==> config.mk <==
export PLATFORM = sky130hd
export DESIGN_NAME = fifo_wr_arbiter
export DESIGN_NICKNAME = d
export VERILOG_FILES = /design/src/rtl/fifo_wr_arbiter.sv
export SDC_FILE = /design/constraint.sdc
export NUM_CORES = 1
export LEC_CHECK = 0
export ABC_AREA = 0
export ABC_CLOCK_PERIOD_IN_PS = 2300
export BUFFER_PORTS_ARGS = -buffer_cell sky130_fd_sc_hd__buf_2
export CAP_MARGIN = 40
export CORE_MARGIN = 8
export CORE_UTILIZATION = 42
export DETAILED_ROUTE_END_ITERATION = 12
export PLACE_DENSITY = 0.76
export SYNTH_ARGS = -nofsm -noshare
export SYNTH_HDL_FRONTEND = slang
export SYNTH_SLANG_ARGS = --single-unit
export TNS_END_PERCENT = 50
==> constraint.sdc <==
create_clock -name clk -period 2.3 [get_ports clk]
set_input_delay 0.345 -clock clk [delete_from_list [all_inputs] [get_ports clk]]
set_output_delay 0.345 -clock clk [all_outputs]
set_load 0.03 [all_outputs]
==> src/rtl/fifo_wr_arbiter.sv <==
// Round-robin write-side arbiter for the shared FIFO write port, plus the
// occupancy counter that drives full/empty and gates new grants.
module fifo_wr_arbiter #(
  parameter  int NREQ  = 4,
  parameter  int DW    = 8,
  parameter  int DEPTH = 16,
  localparam int IDW   = $clog2(NREQ),
  localparam int CW    = $clog2(DEPTH) + 1
) (
  input  logic                 clk,
  input  logic                 rst_n,
  input  logic                 flush,
  input  logic [NREQ-1:0]      req_valid,
  input  logic [NREQ*DW-1:0]   req_data,
  output logic [NREQ-1:0]      req_ready,
  output logic                 fifo_wr_en,
  output logic [IDW+DW-1:0]    fifo_wr_data,
  input  logic                 fifo_rd_en,
  output logic [CW-1:0]        fifo_count,
  output logic                 full,
  output logic                 empty,
  output logic [IDW-1:0]       grant_id,
  output logic                 err_underflow
);

  logic [IDW-1:0] rr_ptr;
  logic [IDW-1:0] sel;
  logic [IDW-1:0] cand;
  logic           found;
  logic           space;
  logic           rd_dec;
  logic [DW-1:0]  sel_data;
  int unsigned    idx;

  assign full   = (fifo_count == CW'(DEPTH));
  assign empty  = (fifo_count == '0);
  assign rd_dec = fifo_rd_en & ~empty;

  // The pending write strobe already owns a slot, so it counts against space;
  // a same-cycle read only frees a slot once it has reached the counter.
  assign space = (({1'b0, fifo_count} + {{CW{1'b0}}, fifo_wr_en}) < (CW + 1)'(DEPTH));

  always_comb begin
    req_ready = '0;
    sel       = '0;
    cand      = '0;
    found     = 1'b0;
    idx       = 0;
    if (rst_n && !flush && space) begin
      for (int unsigned k = 0; k < NREQ; k++) begin
        idx  = (32'(rr_ptr) + k) % NREQ;
        cand = IDW'(idx);
        if (!found && req_valid[cand]) begin
          found = 1'b1;
          sel   = cand;
        end
      end
      if (found) req_ready[sel] = 1'b1;
    end
  end

  assign sel_data = req_data[32'(sel)*DW +: DW];

  always_ff @(posedge clk) begin
    if (!rst_n) begin
      rr_ptr        <= '0;
      fifo_wr_en    <= 1'b0;
      fifo_wr_data  <= '0;
      fifo_count    <= '0;
      grant_id      <= '0;
      err_underflow <= 1'b0;
    end else if (flush) begin
      // An in-flight strobe is still presented this cycle but never counted.
      rr_ptr        <= '0;
      fifo_wr_en    <= 1'b0;
      fifo_count    <= '0;
      err_underflow <= 1'b0;
    end else begin
      fifo_wr_en <= found;
      if (found) begin
        fifo_wr_data <= {sel, sel_data};
        grant_id     <= sel;
        rr_ptr       <= (sel == IDW'(NREQ - 1)) ? '0 : sel + IDW'(1);
      end
      fifo_count <= fifo_count + CW'(fifo_wr_en) - CW'(rd_dec);
      if (fifo_rd_en && empty) err_underflow <= 1'b1;
    end
  end

endmodule

==> results.json, run 1 <==
{
  "syn_nets": 218,
  "vias_per_cell": 5.29,
  "finClkSkew_ps": 0.858,
  "grt_use_total_pct": 15.3,
  "cp_cell_sequence": "inv_4 > ha_4 > nor4b_4 > nor2b_1 > ha_1 > inv_1 > ha_2 > fa_2 > a21oi_2 > nor2_1 > nor2_1 > xnor2_1 > nor2_1",
  "use_met3_pct": 3.64,
  "critPathMaxStageDelay_ps": 380,
  "grt_antenna_before_repair": 0,
  "dp_hpwl_microns": 3310,
  "p_clk_share_pct": 9.8,
  "rows": 21,
  "finalNonFillerCells": 282,
  "start_kind": "register",
  "final_area_sq_mm": 0.00191,
  "slew_headroom_pct": 58.3,
  "global_route.usage.met1_pct": 18.2,
  "timing.critical_path.buf_inv": 2,
  "ys_ff_latch": 19,
  "finalSetupViolCount": 0,
  "p_comb_share_pct": 63.3,
  "crit_slowest_cell": "dfxtp_4",
  "ant_nets": 0,
  "leakagePower_nw": 0.948,
  "nets": 287,
  "synth_area_sq_mm": 0.00144,
  "whs_ps": 281,
  "crit_fanout": 4,
  "place_ws_ps": -1.72,
  "die_area_sq_mm": 0.00556,
  "power_density_mw_per_mm2": 920,
  "first_global_vias": 1463,
  "crit_top_cell": "nor2_1",
  "yosys_warnings": 0,
  "clkLatencyLatePin_ps": 300,
  "fin_setup_tns_ps": 0,
  "grt-ovfl-total": 0,
  "drtIter0Drc": 106,
  "worst_pin_slew_ps": 620,
  "htreeDepth": 1,
  "gr-max-usage-layer": "met2",
  "synth-main-ff-cell": "dfxtp_1",
  "routabilityCongestion": 0.823,
  "min_period_ps": 2270,
  "clockBufferDepth": 2,
  "drc": 0,
  "dp.cells": 275,
  "p_sw_share_pct": 44.5,
  "clkSinkCount": 19,
  "rsz0062_at_grt": "true",
  "async_flop_share_pct": 0,
  "io_buffers": 64,
  "die_w_microns": 74.6,
  "area_delta_synth_final_pct": 32.7,
  "seq_area_frac_synth_pct": 26.4,
  "first_pass_iters": 4,
  "max_cap_viol_count": 0,
  "cts_root_buf": "clkbuf_4",
  "hold_violations": 0,
  "ir_worst_vdd_mv": 0.421,
  "syn_inst": 168,
  "ios": 65,
  "drt-total-wl_microns": 4240,
  "seqPwrFrac_pct": 27.0,
  "synth_edf_count": 0,
  "p_int_mw": 0.976,
  "clk_pin_slew_ps": 110,
  "wire_per_inst_microns": 15.0,
  "place_area_sq_mm": 0.00185,
  "power.switching_mw": 0.783,
  "cp-end-kind": "register",
  "period_share_pct": 98.7,
  "finalPower_mw": 1.76,
  "grt_pass1_wl_microns": 6910,
  "die_h_microns": 74.6,
  "drive_gt1_share_pct": 46.2,
  "crit_type": "register to register",
  "syn_avg_cell_area_sq_um": 8.57,
  "cp.arrival_ps": 2470,
  "maxClockFrequency_ghz": 0.441,
  "slew_violations": 0,
  "initial_utilization_pct": 43.5,
  "grtUsageMet2_pct": 27.1,
  "fin_util_pct": 57.7,
  "cts_tree": "yes",
  "synth_cell_types": 43,
  "fin_ws_ps": 30.7,
  "cts_made_buffers": 3,
  "hold_class": "primary input to register",
  "cp.required_ps": 2500,
  "coreArea_sq_mm": 0.00331,
  "critPathTopFamily": "adder cells",
  "antenna_cells": 0,
  "outcome": "finished, final reports clean",
  "grt_max_degree": 15,
  "vias": 1493
}
registers in the layout, summed over array words and instances, names as in the netlist:
register	cells
fifo_wr_data	10
fifo_wr_en	1
fifo_count	5
err_underflow	1
rr_ptr	2
worst register-to-register path: cells and delay by family (launching register included):
kind / cells / cell delay (ps)
DFF: 1 / 380
and+or+nand+nor: 5 / 500
adders and majority gates: 4 / 920
AOI/OAI and AO/OA: 1 / 130
buffers and inverters: 2 / 110
xor gates and xnor gates: 1 / 130
synth_stat cells, types with 2 or more instances:
cell type | n | share of area [%]
a21oi_1 | 22 | 7.6
dfxtp_1 | 19 | 26
inv_1 | 14 | 3.6
nor2_1 | 12 | 3.1
o21ai_0 | 12 | 4.2
ha_1 | 9 | 7.8
a211o_1 | 8 | 4.9
nand3_2 | 8 | 5.6
o221a_1 | 8 | 6.3
buf_2 | 4 | 1.4
nor2b_1 | 4 | 1.7
nor2b_2 | 4 | 2.4
buf_4 | 3 | 1.6
nand2_1 | 3 | 0.78
xnor2_1 | 3 | 1.8
a21o_1 | 2 | 1.0
and2_1 | 2 | 0.87
buf_6 | 2 | 1.6
clkbuf_1 | 2 | 0.52
nand4_1 | 2 | 0.87
o211a_1 | 2 | 1.4
or3_1 | 2 | 0.87
final cells by class:
class | instances | area, sq um
Multi-Input combinational cell | 124 | 971
Inverter | 14 | 57.6
Tap cell | 46 | 57.6
Clock buffer | 3 | 22.5
Sequential cell | 19 | 394
Timing Repair Buffer | 75 | 403
Clock inverter | 1 | 5.00
Fill cell | 342 | 1400
path summary, 6_finish.rpt:
kind,slack [ps],end,start,cells past startpoint
max reg2reg,30,fifo_count[4]$_SDFF_PP0_,fifo_count[3]$_SDFF_PP0_,13
min,280,err_underflow$_SDFFE_PP0P_,fifo_rd_en,3
min reg2reg,480,err_underflow$_SDFFE_PP0P_,err_underflow$_SDFFE_PP0P_,2
max,30,fifo_count[4]$_SDFF_PP0_,fifo_count[3]$_SDFF_PP0_,13
what timing repair did:
| action | 4_1_cts | 5_1_grt |
|---|---|---|
| setup endpoints to repair | 3 | 3 |
| pin swaps | 1 | 1 |
| buffers inserted | 1 | 2 |
| hold endpoints to repair | 0 | 0 |
| gates resized for setup | 2 | 2 |
| hold buffers | 0 | 0 |
| gates cloned | 0 | 0 |
placed cells by master, fill, tap and decap left out, types with 2 or more instances in the layout:
cell type  count
and2_1         2
inv_4          2
o221a_1        8
o211a_1        2
nor2_1        12
buf_2         64
xnor2_1        3
o21ai_0       12
buf_4         11
or3_1          2
dfxtp_2        2
ha_1           7
a21oi_1       21
nand2_1        3
nor2b_1        4
nor2b_2        4
dfxtp_4        3
a211o_1        8
dfxtp_1       14
inv_1         12
a21o_1         2
nand4_1        2
nand3_2        8
clkbuf_4       3
kinds of logic (layout without fill, tap and decap cells):
family / after synthesis / after routing / share of synthesized area, %
and+or+nand+nor: 50 / 50 / 24.2
AOI/OAI and AO/OA: 60 / 60 / 29.1
xor gates and xnor gates: 4 / 4 / 2.43
buffers and inverters: 25 / 93 / 8.69
adders and majority gates: 10 / 10 / 9.21
DFF: 19 / 19 / 26.4
power groups by stage:
stage	Clock, mW	Combinational, mW	Sequential (mW)
after floorplan	0	0.663	0.578
after global placement	0	1.00	0.476
after detailed placement	0	1.02	0.478
after CTS	0.177	1.05	0.472
after global routing	0.193	1.21	0.488
final	0.172	1.11	0.474
routing by layer:
metal | part of all wire [%] | wire [microns] | vias up
met5 | 0 | 0 | -
met4 | 0.87 | 37 | 0
met3 | 6.0 | 256 | 4
met2 | 50 | 2100 | 37
met1 | 43 | 1850 | 702
li1 | - | - | 750
No activity file was read; power rests on OpenSTA's default activity.
==> run 2: changes to the inputs <==
--- a/config.mk
+++ b/config.mk
@@ -13,6 +13,7 @@
 export CORE_UTILIZATION = 42
 export DETAILED_ROUTE_END_ITERATION = 12
 export PLACE_DENSITY = 0.76
+export SETUP_SLACK_MARGIN = 0.05
 export SYNTH_ARGS = -nofsm -noshare
 export SYNTH_HDL_FRONTEND = slang
 export SYNTH_SLANG_ARGS = --single-unit
==> results.json, run 2 (synthesized netlist as in run 1, its figures left out) <==
{
  "slew_violations": 0,
  "maxUsedRoutingLayer": "met4",
  "io_buffers": 64,
  "crit_slowest_cell": "dfxtp_4",
  "grt_use_total_pct": 15.6,
  "cts_root_buf": "clkbuf_4",
  "first_pass_iters": 4,
  "cp-end-kind": "register",
  "cts_made_buffers": 3,
  "coreArea_sq_mm": 0.00331,
  "cp_cell_sequence": "inv_2 > ha_4 > nor4b_4 > nor2b_1 > ha_1 > inv_1 > ha_2 > fa_2 > a21oi_2 > nor2_1 > nor2_1 > xnor2_1 > nor2_1",
  "htreeDepth": 1,
  "cp.required_ps": 2500,
  "hold_violations": 0,
  "ir_worst_vdd_mv": 0.478,
  "top_regs": "fifo_wr_data: 10 flops, fifo_count: 5 flops, rr_ptr: 2 flops",
  "clkSinkCount": 19,
  "vias_per_cell": 5.39,
  "met1_length_microns": 1900,
  "crit_top_cell": "nor2_1",
  "hold_buffers": 0,
  "timing.rr.start": "fifo_count[2]$_SDFF_PP0_",
  "vias": 1526,
  "nets": 288,
  "crit_fanout": 5,
  "outcome": "finished, final reports clean",
  "drt-total-wl_microns": 4380,
  "wl_met3_microns": 339,
  "dp_hpwl_microns": 3410,
  "reg2reg_slack_ps": 20,
  "rsz0062_at_grt": "true",
  "die_h_microns": 74.6,
  "drive_gt1_share_pct": 47.3,
  "antenna_cells": 0,
  "wire_per_inst_microns": 15.5,
  "grt_antenna_before_repair": 0,
  "hold_class": "primary input to register",
  "power_density_mw_per_mm2": 923,
  "wl_met2_microns": 2070,
  "grt-ovfl-total": 0,
  "slew_headroom_pct": 56.9,
  "area_delta_synth_final_pct": 35.1,
  "layout_commonest_cell": "buf_2",
  "ant_nets": 0,
  "max_cap_viol_count": 0,
  "cp.arrival_ps": 2480,
  "initial_utilization_pct": 43.5,
  "grt_max_degree": 13,
  "leakagePower_nw": 0.957,
  "worst_pin_slew_ps": 644,
  "min_period_ps": 2280,
  "rows": 21,
  "finalSetupViolCount": 0,
  "routabilityCongestion": 0.868,
  "fill_cells": 310,
  "drc": 0,
  "largest_reg_flops": 10,
  "cts_tree": "yes",
  "clockBufferDepth": 2,
  "hp-start": "fifo_rd_en",
  "die_area_sq_mm": 0.00556,
  "grt_pass1_wl_microns": 6910,
  "clkLatencyLatePin_ps": 290,
  "maxClockFrequency_ghz": 0.438,
  "first_global_vias": 1485,
  "whs_ps": 303,
  "finalPower_mw": 1.80,
  "crit_type": "register to register",
  "drtIter0Drc": 87,
  "critPathMaxStageDelay_ps": 380,
  "clk_pin_slew_ps": 120,
  "layout_common_cells": "61 x buf_2, 21 x a21oi_1, 14 x dfxtp_1",
  "crit_start": "fifo_count[2]$_SDFF_PP0_",
  "fin_setup_tns_ps": 0,
  "regMostFlops": "fifo_wr_data",
  "ios": 65,
  "finClkSkew_ps": 1.14,
  "die_w_microns": 74.6,
  "start_kind": "register",
  "period_share_pct": 99.3
}
-- run 2: layer usage --
metal / vias to the layer above / track usage (%)
met5: - / 0
li1: 752 / -
met4: 0 / 4.13
met3: 6 / 2.96
met2: 63 / 25.8
met1: 705 / 19.8
-- run 2: report_power, final --
group	switching, mW	internal (mW)	leakage, nW
Clock	0.110	0.0646	0.0177
Sequential	0.0681	0.400	0.159
Combinational	0.628	0.525	0.781
-- run 2: layout make-up --
class | count | area [sq um] | share of cell area [%]
repair buffers | 76 | 425 | 21.9
well taps | 46 | 57.6 | 2.96
multi-input cells | 124 | 988 | 50.8
flip-flops and latches | 19 | 392 | 20.1
clock buffers | 3 | 22.5 | 1.16
inverters | 14 | 55.1 | 2.83
clock inverters | 1 | 5.00 | 0.257
-- run 2: what timing repair did --
item / in CTS / in global routing
resized for setup: 1 / 12
setup endpoints to repair: 3 / 6
pin swaps: 3 / 3
cloned: 0 / 0
buffers inserted: 2 / 2
-- run 2: worst paths after layout --
kind	end	cells past startpoint
max	fifo_count[4]$_SDFF_PP0_	13
min	err_underflow$_SDFFE_PP0P_	3
max reg2reg	fifo_count[4]$_SDFF_PP0_	13
min reg2reg	err_underflow$_SDFFE_PP0P_	2
-- run 2: stage by stage --
stage	area (sq um)	setup slack, ps	utilization, %	cells
6_report	1950	15.7	58.8	283
5_1_grt	1950	-154	58.8	283
4_1_cts	1900	34.0	57.3	281
3_5_place_dp	1850	-29.3	56.0	275
3_3_place_gp	1850	50.8	56.0	275
2_1_floorplan	1490	-233	-	168
-- run 2: critical path, delay by kind of cell, from the launching register on --
kind                     cells  cell delay (ps)
AO/OA/AOI/OAI                1              120
adder cells (fa/ha/maj)      4              930
XOR/XNOR                     1              130
AND/OR/NAND/NOR              5              510
flip-flops                   1              380
buffers and inverters        2              110
